--- src/rtl/pipe_ctrl_pkg.sv ---
// Shared types and encodings for the pipeline hazard controller and its forwarding unit.
package pipe_ctrl_pkg;

  localparam int unsigned REG_W = 5;
  localparam int unsigned SEL_W = 2;

  typedef enum logic [1:0] {
    ST_RUN       = 2'd0,
    ST_MEM_WAIT  = 2'd1,
    ST_IRQ_DRAIN = 2'd2,
    ST_IRQ_ENTER = 2'd3
  } state_e;

  localparam logic [SEL_W-1:0] PC_SEQ = 2'b00;
  localparam logic [SEL_W-1:0] PC_BR  = 2'b01;
  localparam logic [SEL_W-1:0] PC_JMP = 2'b10;
  localparam logic [SEL_W-1:0] PC_IRQ = 2'b11;

  localparam logic [SEL_W-1:0] FWD_RF  = 2'b00;
  localparam logic [SEL_W-1:0] FWD_WB  = 2'b01;
  localparam logic [SEL_W-1:0] FWD_MEM = 2'b10;

  typedef struct packed {
    logic             pc_en;
    logic [SEL_W-1:0] pc_sel;
    logic             ifid_en;
    logic             idex_en;
    logic             exmem_en;
    logic             memwb_en;
    logic             ifid_flush;
    logic             idex_flush;
    logic             exmem_flush;
    logic             irq_ack;
    logic             mem_timeout;
  } pipe_ctrl_t;

  // Younger producer (EX/MEM) wins over older (MEM/WB); r0 is hard-wired zero.
  function automatic logic [SEL_W-1:0] fwd_pick(
    input logic [REG_W-1:0] src,
    input logic             mem_wr,
    input logic [REG_W-1:0] mem_rd,
    input logic             wb_wr,
    input logic [REG_W-1:0] wb_rd
  );
    logic [SEL_W-1:0] sel;
    sel = FWD_RF;
    if (wb_wr && (wb_rd != '0) && (wb_rd == src)) sel = FWD_WB;
    if (mem_wr && (mem_rd != '0) && (mem_rd == src)) sel = FWD_MEM;
    return sel;
  endfunction

endpackage

--- src/rtl/pipe_fwd_unit.sv ---
// Combinational operand forwarding selects for the EX stage.
module pipe_fwd_unit
  import pipe_ctrl_pkg::*;
(
  input  logic [REG_W-1:0] i_idex_rs,
  input  logic [REG_W-1:0] i_idex_rt,
  input  logic             i_exmem_regwr,
  input  logic [REG_W-1:0] i_exmem_addrc,
  input  logic             i_memwb_regwr,
  input  logic [REG_W-1:0] i_memwb_addrc,
  output logic [SEL_W-1:0] o_fwd_a,
  output logic [SEL_W-1:0] o_fwd_b
);

  assign o_fwd_a = fwd_pick(i_idex_rs, i_exmem_regwr, i_exmem_addrc,
                            i_memwb_regwr, i_memwb_addrc);
  assign o_fwd_b = fwd_pick(i_idex_rt, i_exmem_regwr, i_exmem_addrc,
                            i_memwb_regwr, i_memwb_addrc);

endmodule

--- src/rtl/pipeline_hazard_ctrl.sv ---
// Central sequencer for the 5-stage pipeline: stage enables/flushes, PC control,
// forwarding, load-use stalls, branch/jump squash, data-memory freeze and interrupt entry.
module pipeline_hazard_ctrl
  import pipe_ctrl_pkg::*;
#(
  parameter int unsigned DRAIN_CYCLES = 3,
  parameter int unsigned WAIT_MAX     = 15,
  parameter int unsigned PERF_W       = 16
) (
  input  logic              clk,
  input  logic              reset,
  input  logic [4:0]        IFID_rs,
  input  logic [4:0]        IFID_rt,
  input  logic              ID_uses_rt,
  input  logic              ID_jump,
  input  logic              IDEX_MemRead,
  input  logic [4:0]        IDEX_AddrC,
  input  logic [4:0]        IDEX_rs,
  input  logic [4:0]        IDEX_rt,
  input  logic              EX_br_taken,
  input  logic              EXMEM_RegWr,
  input  logic [4:0]        EXMEM_AddrC,
  input  logic              MEMWB_RegWr,
  input  logic [4:0]        MEMWB_AddrC,
  input  logic              dmem_req,
  input  logic              dmem_ready,
  input  logic              irq,
  output logic              pc_en,
  output logic [1:0]        pc_sel,
  output logic              ifid_en,
  output logic              idex_en,
  output logic              exmem_en,
  output logic              memwb_en,
  output logic              ifid_flush,
  output logic              idex_flush,
  output logic              exmem_flush,
  output logic [1:0]        fwd_a,
  output logic [1:0]        fwd_b,
  output logic              irq_ack,
  output logic              mem_timeout,
  output logic [PERF_W-1:0] stall_cnt
);

  localparam int unsigned WAIT_W  = $clog2(WAIT_MAX + 1);
  localparam int unsigned DRAIN_W = (DRAIN_CYCLES > 1) ? $clog2(DRAIN_CYCLES) : 1;

  state_e              r_state;
  state_e              w_state_nxt;
  state_e              r_ret_state;
  state_e              w_ret_nxt;
  state_e              w_act_state;
  logic [WAIT_W-1:0]   r_wait_cnt;
  logic [WAIT_W-1:0]   w_wait_nxt;
  logic [WAIT_W-1:0]   w_wait_inc;
  logic [DRAIN_W-1:0]  r_drain_cnt;
  logic [DRAIN_W-1:0]  w_drain_nxt;
  logic [PERF_W-1:0]   r_stall_cnt;
  logic                w_load_use;
  logic                w_mem_stall;
  logic                w_timeout;
  logic                w_freeze;
  logic                w_drain_adv;
  pipe_ctrl_t          w_ctrl;

  pipe_fwd_unit u_fwd (
    .i_idex_rs     (IDEX_rs),
    .i_idex_rt     (IDEX_rt),
    .i_exmem_regwr (EXMEM_RegWr),
    .i_exmem_addrc (EXMEM_AddrC),
    .i_memwb_regwr (MEMWB_RegWr),
    .i_memwb_addrc (MEMWB_AddrC),
    .o_fwd_a       (fwd_a),
    .o_fwd_b       (fwd_b)
  );

  assign w_load_use  = IDEX_MemRead && (IDEX_AddrC != 5'd0) &&
                       ((IDEX_AddrC == IFID_rs) || (ID_uses_rt && (IDEX_AddrC == IFID_rt)));
  assign w_mem_stall = dmem_req && !dmem_ready;
  assign w_wait_inc  = r_wait_cnt + WAIT_W'(1);
  // The first frozen cycle (taken in RUN/DRAIN/ENTER) counts as wait cycle one.
  assign w_timeout   = (r_state == ST_MEM_WAIT) && !dmem_ready &&
                       (w_wait_inc == WAIT_W'(WAIT_MAX));

  // Next state and all pipeline controls.
  always_comb begin
    w_ctrl             = '0;
    w_ctrl.pc_en       = 1'b1;
    w_ctrl.pc_sel      = PC_SEQ;
    w_ctrl.ifid_en     = 1'b1;
    w_ctrl.idex_en     = 1'b1;
    w_ctrl.exmem_en    = 1'b1;
    w_ctrl.memwb_en    = 1'b1;
    w_state_nxt        = r_state;
    w_ret_nxt          = r_ret_state;
    w_wait_nxt         = r_wait_cnt;
    w_drain_nxt        = r_drain_cnt;
    w_act_state        = r_state;
    w_freeze           = 1'b0;
    w_drain_adv        = 1'b0;

    if (r_state == ST_MEM_WAIT) begin
      // On release the cycle behaves like the state the freeze interrupted.
      w_act_state = r_ret_state;
      if (dmem_ready || w_timeout) begin
        w_state_nxt        = r_ret_state;
        w_wait_nxt         = '0;
        w_ctrl.mem_timeout = w_timeout;
        w_ctrl.exmem_flush = w_timeout;
      end else begin
        w_freeze   = 1'b1;
        w_wait_nxt = w_wait_inc;
      end
    end else if (w_mem_stall) begin
      w_freeze    = 1'b1;
      w_ret_nxt   = r_state;
      w_state_nxt = ST_MEM_WAIT;
      w_wait_nxt  = WAIT_W'(1);
    end

    if (w_freeze) begin
      w_ctrl.pc_en    = 1'b0;
      w_ctrl.ifid_en  = 1'b0;
      w_ctrl.idex_en  = 1'b0;
      w_ctrl.exmem_en = 1'b0;
      w_ctrl.memwb_en = 1'b0;
    end else begin
      case (w_act_state)
        ST_IRQ_ENTER: begin
          w_ctrl.pc_sel      = PC_IRQ;
          w_ctrl.ifid_flush  = 1'b1;
          w_ctrl.idex_flush  = 1'b1;
          w_ctrl.exmem_flush = 1'b1;
          w_ctrl.irq_ack     = 1'b1;
          w_state_nxt        = ST_RUN;
        end
        ST_IRQ_DRAIN: begin
          w_drain_adv = 1'b1;
          if (EX_br_taken) begin
            w_ctrl.pc_sel     = PC_BR;
            w_ctrl.ifid_flush = 1'b1;
            w_ctrl.idex_flush = 1'b1;
          end else if (w_load_use) begin
            // Held instruction is not a bubble, so this cycle does not count as drain.
            w_ctrl.pc_en      = 1'b0;
            w_ctrl.ifid_en    = 1'b0;
            w_ctrl.idex_flush = 1'b1;
            w_drain_adv       = 1'b0;
          end else if (ID_jump) begin
            w_ctrl.pc_sel     = PC_JMP;
            w_ctrl.ifid_flush = 1'b1;
          end else begin
            w_ctrl.pc_en      = 1'b0;
            w_ctrl.ifid_flush = 1'b1;
          end
          if (w_drain_adv) begin
            if (r_drain_cnt == DRAIN_W'(DRAIN_CYCLES - 1)) begin
              w_drain_nxt = '0;
              w_state_nxt = ST_IRQ_ENTER;
            end else begin
              w_drain_nxt = r_drain_cnt + DRAIN_W'(1);
            end
          end
        end
        default: begin
          if (EX_br_taken) begin
            w_ctrl.pc_sel     = PC_BR;
            w_ctrl.ifid_flush = 1'b1;
            w_ctrl.idex_flush = 1'b1;
          end else if (w_load_use) begin
            w_ctrl.pc_en      = 1'b0;
            w_ctrl.ifid_en    = 1'b0;
            w_ctrl.idex_flush = 1'b1;
          end else if (ID_jump) begin
            w_ctrl.pc_sel     = PC_JMP;
            w_ctrl.ifid_flush = 1'b1;
          end
          if (irq) begin
            w_state_nxt = ST_IRQ_DRAIN;
            w_drain_nxt = '0;
          end
        end
      endcase
    end
  end

  always_ff @(posedge clk or negedge reset) begin
    if (!reset) begin
      r_state     <= ST_RUN;
      r_ret_state <= ST_RUN;
      r_wait_cnt  <= '0;
      r_drain_cnt <= '0;
    end else begin
      r_state     <= w_state_nxt;
      r_ret_state <= w_ret_nxt;
      r_wait_cnt  <= w_wait_nxt;
      r_drain_cnt <= w_drain_nxt;
    end
  end

  // Saturating count of cycles in which the PC did not advance.
  always_ff @(posedge clk or negedge reset) begin
    if (!reset) begin
      r_stall_cnt <= '0;
    end else if (!w_ctrl.pc_en && (r_stall_cnt != {PERF_W{1'b1}})) begin
      r_stall_cnt <= r_stall_cnt + PERF_W'(1);
    end
  end

  assign pc_en       = w_ctrl.pc_en;
  assign pc_sel      = w_ctrl.pc_sel;
  assign ifid_en     = w_ctrl.ifid_en;
  assign idex_en     = w_ctrl.idex_en;
  assign exmem_en    = w_ctrl.exmem_en;
  assign memwb_en    = w_ctrl.memwb_en;
  assign ifid_flush  = w_ctrl.ifid_flush;
  assign idex_flush  = w_ctrl.idex_flush;
  assign exmem_flush = w_ctrl.exmem_flush;
  assign irq_ack     = w_ctrl.irq_ack;
  assign mem_timeout = w_ctrl.mem_timeout;
  assign stall_cnt   = r_stall_cnt;

endmodule

--- config.mk ---
export PLATFORM = sky130hd
export DESIGN_NAME = pipeline_hazard_ctrl
export DESIGN_NICKNAME = d
export VERILOG_FILES = /design/src/rtl/pipe_ctrl_pkg.sv /design/src/rtl/pipe_fwd_unit.sv /design/src/rtl/pipeline_hazard_ctrl.sv
export SDC_FILE = /design/constraint.sdc
export NUM_CORES = 1
export LEC_CHECK = 0
export CAP_MARGIN = 10
export CORE_UTILIZATION = 40
export DETAILED_ROUTE_END_ITERATION = 6
export GPL_TIMING_DRIVEN = 0
export PLACE_DENSITY = 0.85
export SLEW_MARGIN = 20
export SYNTH_ARGS = -nofsm -noshare
export SYNTH_HDL_FRONTEND = slang
export SYNTH_HIERARCHICAL = 1
export SYNTH_SLANG_ARGS = --single-unit
--- constraint.sdc ---
create_clock -name clk -period 2.1 [get_ports clk]
set_input_delay 0.42 -clock clk [delete_from_list [all_inputs] [get_ports clk]]
set_output_delay 0.42 -clock clk [all_outputs]
set_load 0.02 [all_outputs]
==> flow_summary.json, run 1 <==
{
  "status": "finished with violations",
  "violations": "setup timing",
  "power.total_mw": 3.18,
  "crit_slowest_cell": "dfrtp_1",
  "path_max_fanout": 6,
  "wl_per_cell_um": 16.1,
  "synthTopCellsByArea": "dfrtp_1 (33%), xor2_1 (11%), xnor2_1 (9.3%)",
  "synthDistinctLibCells": 47,
  "final.min_clock_period_ns": 2.51,
  "synth_top_area_cell": "dfrtp_1",
  "ys_async_sr_fraction_pct": 100,
  "yosysWarnings": 6,
  "path_depth": 8,
  "drtIter0Drc": 128,
  "antenna_found_initial": 0,
  "hold_class": "in -> async",
  "via_per_inst": 5.49,
  "clock_latency_ns": 0.28,
  "cp.required_ns": 1.68,
  "track_usage_pct": 21.7,
  "clockBufferDepth": 2,
  "grt_pass1_vias": 2058,
  "ios": 78,
  "setup_violations": 25,
  "critPathBufInv": 3,
  "die-area_sq_mm": 0.00524,
  "gp_congestion": 0.806,
  "remaining_drc_errors": 0,
  "antenna_cells": 0,
  "dp_slack_ns": -1.18,
  "cpLargestDelayFamily": "simple AND/OR/NAND/NOR gates",
  "start_util_pct": 41.7,
  "synth_area_per_cell_sq_um": 8.81,
  "die_w_um": 72.4,
  "overflow": 0,
  "portBuffers": 77,
  "worst_hold_slack_ns": 0.128,
  "ys_ff_latch": 26,
  "holdBufCountCts": 0,
  "dr_total_vias": 2175,
  "antenna_left": 0,
  "synth_cells": 225,
  "place_hpwl_mm": 3.95,
  "wl_mm": 6.36,
  "numCtsBuffers": 3,
  "synth_edf_count": 0,
  "final_nets": 379,
  "root_buffer": "clkbuf_8",
  "max_cap_viol_count": 0,
  "crit_arrival_ns": 2.09,
  "fin_skew_ns": 0.00677,
  "yosys-top-cells-count": "dfrtp_1 (26), xor2_1 (25), xnor2_1 (21)",
  "core-area_sq_mm": 0.00475,
  "multi_input_area_sq_mm": 0.00151,
  "synth_most_common_cell": "dfrtp_1",
  "max_stage_delay_ns": 0.39,
  "setup_ws_ns": -0.415,
  "p_per_area_mw_per_mm2": 935,
  "endpoint_kind": "output port",
  "grt_max_degree": 27,
  "std_cell_rows": 25,
  "first_pass_iters": 4,
  "slew_headroom_pct": 60.7,
  "die_h_um": 72.4,
  "p_leak_nw": 1.40,
  "syn_area_sq_mm": 0.00198,
  "area_delta_synth_final_pct": 71.6,
  "synth_top_cell_area_share_pct": 32.8,
  "synth_nets": 274,
  "yosysSeqAreaShare_pct": 32.8,
  "worstMarginPinSlew_ns": 0.585,
  "drive_gt1_share_pct": 35.0,
  "peakVddDrop_mv": 0.443,
  "grt_pass1_wl_mm": 9.17,
  "critPathKind": "reg -> out",
  "slew_viol_final": 0,
  "cp_cell_sequence": "buf_6 -> a21o_1 -> and2_4 -> or3_4 -> o21ba_4 -> buf_8 -> and2_4 -> buf_6",
  "cts.sinks": 26,
  "clk_pin_slew_ns": 0.10,
  "regArea_sq_um": 656,
  "r2r_cells": 9,
  "cts_max_level": 1,
  "crit_path_start_kind": "register",
  "yosys_most_used_dff": "dfrtp_1",
  "cts_tree": "yes",
  "hold_viol": 0,
  "fmax_mhz": 398,
  "fill_cells": 333,
  "min_period_over_period_pct": 120,
  "grt_setup_unrepaired": "true"
}
[layout by cell type, fill, tap and decap left out, types with 3 or more instances in the layout]
| cell type | count |
|---|---|
| buf_4 | 25 |
| dfrtp_1 | 22 |
| a21oi_2 | 5 |
| clkdlybuf4s50_1 | 35 |
| inv_1 | 5 |
| xor2_1 | 25 |
| nor4_4 | 3 |
| dfrtp_2 | 4 |
| dlygate4sd2_1 | 15 |
| dlymetal6s2s_1 | 3 |
| xnor2_1 | 21 |
| clkbuf_8 | 4 |
| inv_2 | 3 |
| o21ai_0 | 8 |
| buf_8 | 4 |
| buf_6 | 18 |
| nor2_1 | 11 |
| a21oi_1 | 13 |
| nand2_1 | 9 |
| nand4_1 | 8 |
| nand3_1 | 10 |
| buf_2 | 4 |
| nand3_2 | 3 |
[state kept, by name (all words and copies together) (netlist names)]
register     cells
r_drain_cnt      2
r_wait_cnt       4
stall_cnt       16
r_state          2
r_ret_state      2
[stage by stage]
stage	TNS (ns)	utilization, %	cells	cell area [sq um]
5_1_grt	-6.65	71.6	396	3400
4_1_cts	-4.77	67.1	387	3190
2_1_floorplan	-0.131	-	225	2040
3_5_place_dp	-20.37	60.7	369	2890
3_3_place_gp	-19.43	60.8	369	2890
6_report	-4.33	71.6	396	3400
[final timing paths]
check / from / end / slack, ns
worst max-delay path: r_state[1] / pc_en / -0.41
max in group asynchronous: reset / r_wait_cnt[0] / 1.56
worst min register to register: stall_cnt[6] / stall_cnt[6] / 0.50
min in group clk: stall_cnt[6] / stall_cnt[6] / 0.50
worst max register to register: r_state[1] / stall_cnt[5] / -0.25
worst min-delay path: reset / stall_cnt[8] / 0.13
[final cells by class]
| type | instances | area share, % |
|---|---|---|
| Multi-Input combinational cell | 181 | 44.4 |
| Timing Repair Buffer | 103 | 28.6 |
| Buffer | 6 | 2.06 |
| Sequential cell | 26 | 19.3 |
| Inverter | 9 | 1.07 |
| Tap cell | 67 | 2.46 |
| Clock inverter | 1 | 0.882 |
| Clock buffer | 3 | 1.21 |
[power by group]
part / internal (mW) / switching [mW] / total (mW)
Clock: 0.256 / 0.168 / 0.424
Sequential: 0.678 / 0.251 / 0.929
Combinational: 0.928 / 0.901 / 1.83
Total: 1.86 / 1.32 / 3.18
[worst register-to-register path: cells and delay by family (launching register included)]
| family | cells | cell delay (ns) |
|---|---|---|
| simple gates | 2 | 0.51 |
| xor+xnor | 1 | 0.19 |
| buf+inv | 3 | 0.40 |
| flops | 1 | 0.39 |
| compound gates | 3 | 0.77 |
[repair_timing]
action | in CTS | in global routing
buffers inserted | 16 | 10
gates resized for setup | 173 | 39
setup endpoints to repair | 34 | 34
pin swaps | 23 | 16
cloned | 0 | 0
[routing by layer]
layer	global-route usage, %	wire (um)	vias to the layer above
li1	-	-	1005
met1	26.1	2320	1043
met2	39.7	3390	99
met3	4.03	380	28
met4	5.45	268	0
met5	0	0	-
[cells by family after synthesis]
| group | after synthesis | synth area share [%] |
|---|---|---|
| AO/OA/AOI/OAI | 50 | 17.4 |
| buffers and inverters | 18 | 4.67 |
| flip-flops | 26 | 32.8 |
| adder cells (fa/ha/maj) | 3 | 1.89 |
| multiplexers | 1 | 0.568 |
| AND/OR/NAND/NOR | 81 | 22.3 |
| XOR/XNOR | 46 | 20.3 |
No activity file was read; power rests on OpenSTA's default activity.
==> run 2, diff against run 1 <==
CTS_CLUSTER_DIAMETER = 30   (was unset)
HOLD_SLACK_MARGIN = 0.05   (was unset)
==> results of run 2 <==
No change in the layout: final DEF, timing and power equal those of run 1.
